$ cat config.mk
export PLATFORM = sky130hd
export DESIGN_NAME = stall_ctrl
export DESIGN_NICKNAME = d
export VERILOG_FILES = /design/src/rtl/stall_ctrl_pkg.sv /design/src/rtl/stall_ctrl_md_busy_cnt.sv /design/src/rtl/stall_ctrl.sv
export SDC_FILE = /design/constraint.sdc
export NUM_CORES = 1
export LEC_CHECK = 0
export BUFFER_PORTS_ARGS = -buffer_cell sky130_fd_sc_hd__buf_4
export CORE_UTILIZATION = 40
export DETAILED_ROUTE_END_ITERATION = 6
export GPL_TIMING_DRIVEN = 1
export PLACE_DENSITY = 0.65
export SLEW_MARGIN = 20
export SYNTH_ARGS = -nofsm -noshare
export SYNTH_HDL_FRONTEND = slang
export SYNTH_SLANG_ARGS = --single-unit
export TNS_END_PERCENT = 5
$ cat constraint.sdc
create_clock -name stall_ctrl_clk_i -period 4.7 [get_ports stall_ctrl_clk_i]
set_input_delay 0 -clock stall_ctrl_clk_i [delete_from_list [all_inputs] [get_ports stall_ctrl_clk_i]]
set_output_delay 0 -clock stall_ctrl_clk_i [all_outputs]
set_load 0.1 [all_outputs]
$ cat src/rtl/stall_ctrl_pkg.sv
// stall_ctrl_pkg
// Shared types and constants for the pipeline hazard/stall controller.
//   tuse_t / tnew_t : 2-bit operand-need and result-ready times
//   slot_t          : tracked pipeline slot {wreg, tnew}
//   TUSE_NONE       : tuse encoding meaning "operand not read"
//   MULT_CYC_DEF / DIV_CYC_DEF : default mult/div occupancy
package stall_ctrl_pkg;

    typedef logic [1:0] tuse_t;
    typedef logic [1:0] tnew_t;
    typedef logic [4:0] reg_idx_t;

    typedef struct packed {
        reg_idx_t wreg;
        tnew_t    tnew;
    } slot_t;

    localparam tuse_t       TUSE_NONE    = 2'd3;
    localparam int unsigned MULT_CYC_DEF = 5;
    localparam int unsigned DIV_CYC_DEF  = 10;

    // A slot blocks an operand when it will write that register later than the
    // operand is needed. $0 is hard-wired and never blocks.
    function automatic logic reg_hazard(reg_idx_t op, tuse_t tuse, slot_t s);
        return (tuse != TUSE_NONE) && (op != '0) && (op == s.wreg) && (s.tnew > tuse);
    endfunction

    // Saturating decrement: a ready result stays ready.
    function automatic tnew_t tnew_dec(tnew_t t);
        return (t == '0) ? '0 : t - 2'd1;
    endfunction

endpackage

$ cat src/rtl/stall_ctrl_md_busy_cnt.sv
// md_busy_cnt
// Load/decrement counter tracking how long the mult/div unit stays occupied.
//   clk_i      : core clock
//   rstn_i     : asynchronous active-low reset
//   load_i     : a mult/div is leaving E this cycle; reload the counter
//   load_val_i : occupancy in cycles for the operation being loaded
//   busy_o     : counter non-zero
module md_busy_cnt #(
    parameter int unsigned CNT_W = 4
) (
    input  logic             clk_i,
    input  logic             rstn_i,
    input  logic             load_i,
    input  logic [CNT_W-1:0] load_val_i,
    output logic             busy_o
);

    logic [CNT_W-1:0] cnt_q, cnt_d;

    always_comb begin
        cnt_d = cnt_q;
        if (load_i) begin
            cnt_d = load_val_i;
        end else if (cnt_q != '0) begin
            cnt_d = cnt_q - 1'b1;
        end
    end

    always_ff @(posedge clk_i or negedge rstn_i) begin
        if (!rstn_i) begin
            cnt_q <= '0;
        end else begin
            cnt_q <= cnt_d;
        end
    end

    assign busy_o = (cnt_q != '0);

endmodule

$ cat src/rtl/stall_ctrl.sv
// stall_ctrl
// Hazard and stall controller for the five-stage core. Tracks the destination
// register and remaining Tnew of the instructions in E and M, compares them with
// the Tuse of the D instruction, and freezes F/D while clearing E on a hazard.
// Optional feature macro: STALL_CTRL_MD_EN adds the mult/div busy counter and
// the HI/LO hazard; without it the md inputs are ignored and busy is 0.
// Ports:
//   stall_ctrl_clk_i / stall_ctrl_rstn_i : clock, async active-low reset
//   stall_ctrl_rs_D_i, stall_ctrl_rt_D_i : D source registers
//   stall_ctrl_tuses_D_i, stall_ctrl_tuset_D_i : cycles until rs/rt needed (3 = unused)
//   stall_ctrl_wreg_D_i, stall_ctrl_tnew_D_i  : D destination and its Tnew
//   stall_ctrl_mds_D_i, stall_ctrl_mdd_D_i    : D starts mult/div; 1 = div
//   stall_ctrl_mdu_D_i                         : D uses the mult/div unit
//   stall_ctrl_stall_o : hold PC and D register
//   stall_ctrl_eclr_o  : clear E register (same as stall)
//   stall_ctrl_busy_o  : mult/div unit busy
module stall_ctrl
    import stall_ctrl_pkg::*;
#(
    parameter int unsigned MULT_CYC = MULT_CYC_DEF,
    parameter int unsigned DIV_CYC  = DIV_CYC_DEF,
    parameter int unsigned CNT_W    = 4
) (
    input  logic       stall_ctrl_clk_i,
    input  logic       stall_ctrl_rstn_i,
    input  logic [4:0] stall_ctrl_rs_D_i,
    input  logic [4:0] stall_ctrl_rt_D_i,
    input  logic [1:0] stall_ctrl_tuses_D_i,
    input  logic [1:0] stall_ctrl_tuset_D_i,
    input  logic [4:0] stall_ctrl_wreg_D_i,
    input  logic [1:0] stall_ctrl_tnew_D_i,
    input  logic       stall_ctrl_mds_D_i,
    input  logic       stall_ctrl_mdd_D_i,
    input  logic       stall_ctrl_mdu_D_i,
    output logic       stall_ctrl_stall_o,
    output logic       stall_ctrl_eclr_o,
    output logic       stall_ctrl_busy_o
);

    slot_t e_q, m_q;
    logic  haz_reg, haz_md, stall;

    always_comb begin
        haz_reg = reg_hazard(stall_ctrl_rs_D_i, stall_ctrl_tuses_D_i, e_q) |
                  reg_hazard(stall_ctrl_rt_D_i, stall_ctrl_tuset_D_i, e_q) |
                  reg_hazard(stall_ctrl_rs_D_i, stall_ctrl_tuses_D_i, m_q) |
                  reg_hazard(stall_ctrl_rt_D_i, stall_ctrl_tuset_D_i, m_q);
    end

`ifdef STALL_CTRL_MD_EN
    logic e_mds_q, e_mdd_q, md_busy;

    md_busy_cnt #(
        .CNT_W (CNT_W)
    ) u_md_busy_cnt (
        .clk_i      (stall_ctrl_clk_i),
        .rstn_i     (stall_ctrl_rstn_i),
        .load_i     (e_mds_q),
        .load_val_i (e_mdd_q ? CNT_W'(DIV_CYC) : CNT_W'(MULT_CYC)),
        .busy_o     (md_busy)
    );

    // A mult/div still in E has not loaded the counter yet but already owns HI/LO.
    assign haz_md = stall_ctrl_mdu_D_i & (md_busy | e_mds_q);

    always_ff @(posedge stall_ctrl_clk_i or negedge stall_ctrl_rstn_i) begin
        if (!stall_ctrl_rstn_i) begin
            e_mds_q <= 1'b0;
            e_mdd_q <= 1'b0;
        end else if (stall) begin
            e_mds_q <= 1'b0;
            e_mdd_q <= 1'b0;
        end else begin
            e_mds_q <= stall_ctrl_mds_D_i;
            e_mdd_q <= stall_ctrl_mdd_D_i;
        end
    end

    assign stall_ctrl_busy_o = md_busy;
`else
    logic unused_md;
    localparam int unsigned unused_cfg = MULT_CYC + DIV_CYC + CNT_W;

    assign unused_md         = ^{stall_ctrl_mds_D_i, stall_ctrl_mdd_D_i, stall_ctrl_mdu_D_i};
    assign haz_md            = 1'b0;
    assign stall_ctrl_busy_o = 1'b0;
`endif

    assign stall              = haz_reg | haz_md;
    assign stall_ctrl_stall_o = stall;
    assign stall_ctrl_eclr_o  = stall;

    always_ff @(posedge stall_ctrl_clk_i or negedge stall_ctrl_rstn_i) begin
        if (!stall_ctrl_rstn_i) begin
            e_q <= '0;
            m_q <= '0;
        end else begin
            // A stalled D instruction stays in D; E receives a bubble.
            e_q <= stall ? slot_t'('0) : slot_t'({stall_ctrl_wreg_D_i, stall_ctrl_tnew_D_i});
            m_q <= '{wreg: e_q.wreg, tnew: tnew_dec(e_q.tnew)};
        end
    end

endmodule

; ---- Word-level counts from Yosys, hierarchy flattened
; Index checks and enable logic that the tools add are counted.
[totals]
reg_bits = 14
output_inout_bits = 3
[classes]
add_sub_neg = 1
n_lt_le_gt_ge = 4
eq_ne = 6
mux = 2
n_bitwise = 3
n_reduce_logical = 13
[ops]
columns = op, count
row1 = 5-bit == test, 4
row2 = 1-bit logical AND, 10
row3 = 5-bit nonzero test, 2
row4 = 2-bit > comparator, 4
row5 = 7-bit 2-to-1 mux, 1
row6 = 2-bit inequality test (second input constant), 2
row7 = 1-bit OR, 3
row8 = 2-bit logical NOT, 1
row9 = 2-bit 2-to-1 mux, 1
row10 = 2-bit by 1-bit subtractor with 2-bit output (second input constant), 1

; ---- Logic depth before layout (Yosys ltp)
[logic_depth]
ltp_word = 8
mapped_depth = 8
depth_no_buf = 7

; ---- Worst setup path before layout
; OpenSTA, ideal clock, no wires.
[synth_timing]
kind = register to output
from = register e_q[1] in the netlist's numbering
to = output stall_ctrl_stall_o
t_arrival_ps = 2971
required_ps = 4700
path_slack_ps = 1729
stages_incl_launch_ff = 8
n_path_buf = 1
cell_sequence = dfrtp_1 -> ha_1 -> nand2_1 -> nand4_1 -> or4_4 -> a221oi_2 -> or2_1 -> buf_4
[synth_via]
elab_chain_cells = 5
[synth_lines]
columns = element, line
row1 = from (decl), stall_ctrl.sv:40  ; slot_t e_q, m_q;
row2 = from (signal assigned), stall_ctrl.sv:99  ; e_q <= stall ? slot_t'('0) : slot_t'({stall_ctrl_wreg_D_i, stall_ctrl_tnew_D_i});
row3 = 2-bit > comparator, stall_ctrl_pkg.sv:25  ; return (tuse != TUSE_NONE) && (op != '0) && (op == s.wreg) && (s.tnew > tuse);
row4 = 1-bit logical AND, stall_ctrl_pkg.sv:25
row5 = 1-bit OR *, stall_ctrl.sv:44  ; haz_reg = reg_hazard(stall_ctrl_rs_D_i, stall_ctrl_tuses_D_i, e_q) |
row6 = 1-bit OR *, stall_ctrl.sv:45  ; reg_hazard(stall_ctrl_rt_D_i, stall_ctrl_tuset_D_i, e_q) |
row7 = 1-bit OR *, stall_ctrl.sv:46  ; reg_hazard(stall_ctrl_rs_D_i, stall_ctrl_tuses_D_i, m_q) |
row8 = to (decl), stall_ctrl.sv:35  ; output logic stall_ctrl_stall_o,
; Every way passes the cells marked *; elsewhere a longest branch is shown, timed or not.

; ---- Worst setup path after layout
[layout_timing]
from = register e_q[1] in the netlist's numbering
to = output stall_ctrl_eclr_o
[layout_via]
elab_chain_cells = 5
[layout_lines]
columns = element, line
row1 = 2-bit > comparator, stall_ctrl_pkg.sv:25
row2 = 1-bit logical AND, stall_ctrl_pkg.sv:25
row3 = 1-bit OR *, stall_ctrl.sv:44
row4 = 1-bit OR *, stall_ctrl.sv:45
row5 = 1-bit OR *, stall_ctrl.sv:46
row6 = to (decl), stall_ctrl.sv:36  ; output logic stall_ctrl_eclr_o,
; Marked as above.

==> reports/results.ini <==
[status]
status = finished clean

[detailed_routing]
drt-pass1-iter-count = 1
wirelength_um = 1610
initialDrtViolationCount = 0
antenna_left = 0
drc_errors = 0
viasPerCell = 4.77
vias = 697
wl_per_cell_um = 11.0

[worst_setup_path]
path_max_fanout = 8
r2r.worst_path.cells = 6
crit_chain = ha_1, nand2_1, nand4_1, or4_4, a221oi_2, or2_1, buf_4
path_class = flip-flop to primary output
crit_path_top_delay_cell = a221oi_2
worst_setup_path_start_kind = flip-flop
cp.required_ns = 4.70
endpoint_kind = primary output
slowest_delay_ns = 0.56
arrival_ns = 2.74

[clock_network]
clkLatencyLatePin_ns = 0.26
postCtsSetupBuffers = 0
clkSlewWorstSetupHoldPaths_ns = 0.08
clk_path_buf_depth = 2
cts_root_buffer = clkbuf_4
hold_buffers = 8
clock_sinks = 14
htreeDepth = 1
cts_resized = 0
cts_buffers = 3
cts_tree = done

[layout]
multi_input_area_um2 = 498
register_area_um2 = 350
drive_gt1_frac = 0.269
design_area_um2 = 1210
layout_commonest_cell = buf_4
final_cell_mix = buf_4 (24), dfrtp_1 (14), xnor2_1 (12)
fin_nets = 154
diodes = 0
nFillCells = 178
final_cells = 146
postLayoutCoreUtil = 0.598
syn_to_final_growth_pct = 35.3

[yosys]
yosysUniqueCellTypes = 19
synthCells = 85
synth_area_um2 = 893
synth_top_family_by_area = XOR/XNOR gates
synth-simple-area-share = 0.189
syn_nets = 119
synth-compound-area-share = 0.0560
synth-xor-area-share = 0.196
yosys_warnings = 0
ys_seq_elements = 14
synth_top_area_frac = 0.392
avgSynthCellArea_um2 = 10.5
synth-adder-area-share = 0.112
ys_seq_area_frac = 0.392
synthMuxAreaShare = 0
yosys-top-cells-area = dfrtp_1 (39%), xnor2_1 (12%), ha_1 (11%), xor2_1 (7.8%), nor3b_1 (5.9%)
yosysTopAreaCell = dfrtp_1

[placement]
globalplace.congestion = 0.822
hpwlAfterDp_um = 1370
io_buffers = 24
place_inst = 134
dpl-instance-area_um2 = 1090

[die]
die-width_um = 49.3
die_y_um = 49.3
design.core.area_um2 = 2020
initial_core_util = 0.442
die_area_um2 = 2430
num_rows = 16
io_pins = 29

[sta]
timing.final.hold_violations = 0
final-max-slew-violation-count = 0
min_period_ns = 2.74
relSlewSlack = 0.597
rsz0062_at_grt = false
max_freq_mhz = 364
setup_viol = 0
clock_skew_ns = 0.00223
max_slew.worst_pin.slew_ns = 0.604
tns_ns = 0
timing.final.crit_share = 0.584

[grt]
overflow = 0
antenna_found_initial = 0
grt_pass1_vias = 693
grt_usage = 0.151
grt_pass1_wl_um = 2750
grt_max_degree = 15

[hold_path]
min-delay-path-class = primary input to async pin

[power_and_ir_drop]
ir_worst_vdd_mv = 0.165
powerDensity_nw_per_um2 = 248
p_leak_nw = 0.552
power_w = 0.000300

[job]
cap_violations = 0

## logic make-up after synthesis
group / after synthesis
compound gates: 6
flops: 14
other cells: 1
xor+xnor: 20
fa+ha+maj: 8
simple gates: 26
buf+inv: 10
## cells in the mapped netlist
cell	n
xor2_1	8
nor2b_1	1
a221oi_2	2
dfrtp_1	14
or2_1	1
buf_4	2
or4_1	4
nor2_1	2
a21oi_1	4
inv_1	8
or4_2	1
nand2_1	4
or4_4	1
nand4_1	4
nor3b_1	7
conb_1	1
xnor2_1	12
and2_1	1
ha_1	8
## layout make-up
class	count	share of cell area
clock buffers	4	0.0300
inverters	8	0.0248
multi-input cells	61	0.412
flip-flops and latches	14	0.290
well taps	27	0.0280
repair buffers	32	0.215
## flip-flops by register name, indices dropped and copies added (netlist names)
name,count
m_q,7
e_q,7
## metal layers
layer	wire [um]	track usage	vias to the layer above
li1	-	-	357
met1	729	0.189	315
met2	790	0.251	21
met3	59	0.0125	4
met4	30	0.0882	0
met5	0	0	-
## stage by stage
stage	hold slack [ns]	worst slack (ns)
5_1_grt	0.110	1.78
6_report	0.117	1.96
3_3_place_gp	-0.148	2.27
3_5_place_dp	-0.146	2.22
4_1_cts	0.102	1.91
2_1_floorplan	-0.296	1.73
## power breakdown
part / internal, W / total, W / switching (W)
Clock: 0.0000470 / 0.0000805 / 0.0000336
Combinational: 0.0000411 / 0.0000810 / 0.0000399
Sequential: 0.000130 / 0.000138 / 0.00000848
Total: 0.000218 / 0.000300 / 0.0000819
## worst paths after layout
path	startpoint	endpoint	slack (ns)
setup reg to reg	e_q[1]$_DFF_PN0_	e_q[3]$_DFF_PN0_	2.46
min in group stall_ctrl_clk_i	stall_ctrl_tuses_D_i[1]	e_q[6]$_DFF_PN0_	0.18
setup / recovery	e_q[1]$_DFF_PN0_	stall_ctrl_eclr_o	1.96
max in group asynchronous	stall_ctrl_rstn_i	m_q[3]$_DFF_PN0_	4.42
hold / removal	stall_ctrl_rstn_i	m_q[0]$_DFF_PN0_	0.12
hold reg to reg	e_q[0]$_DFF_PN0_	m_q[0]$_DFF_PN0_	0.45
## critical path: cells and delay by family (launching register included)
family | cells | cell delay (ns)
and+or+nand+nor | 4 | 0.92
AOI/OAI and AO/OA | 1 | 0.56
DFF | 1 | 0.41
adders and majority gates | 1 | 0.30
buffers and inverters | 1 | 0.29
Note: power is estimated with default switching activity, not from simulation.
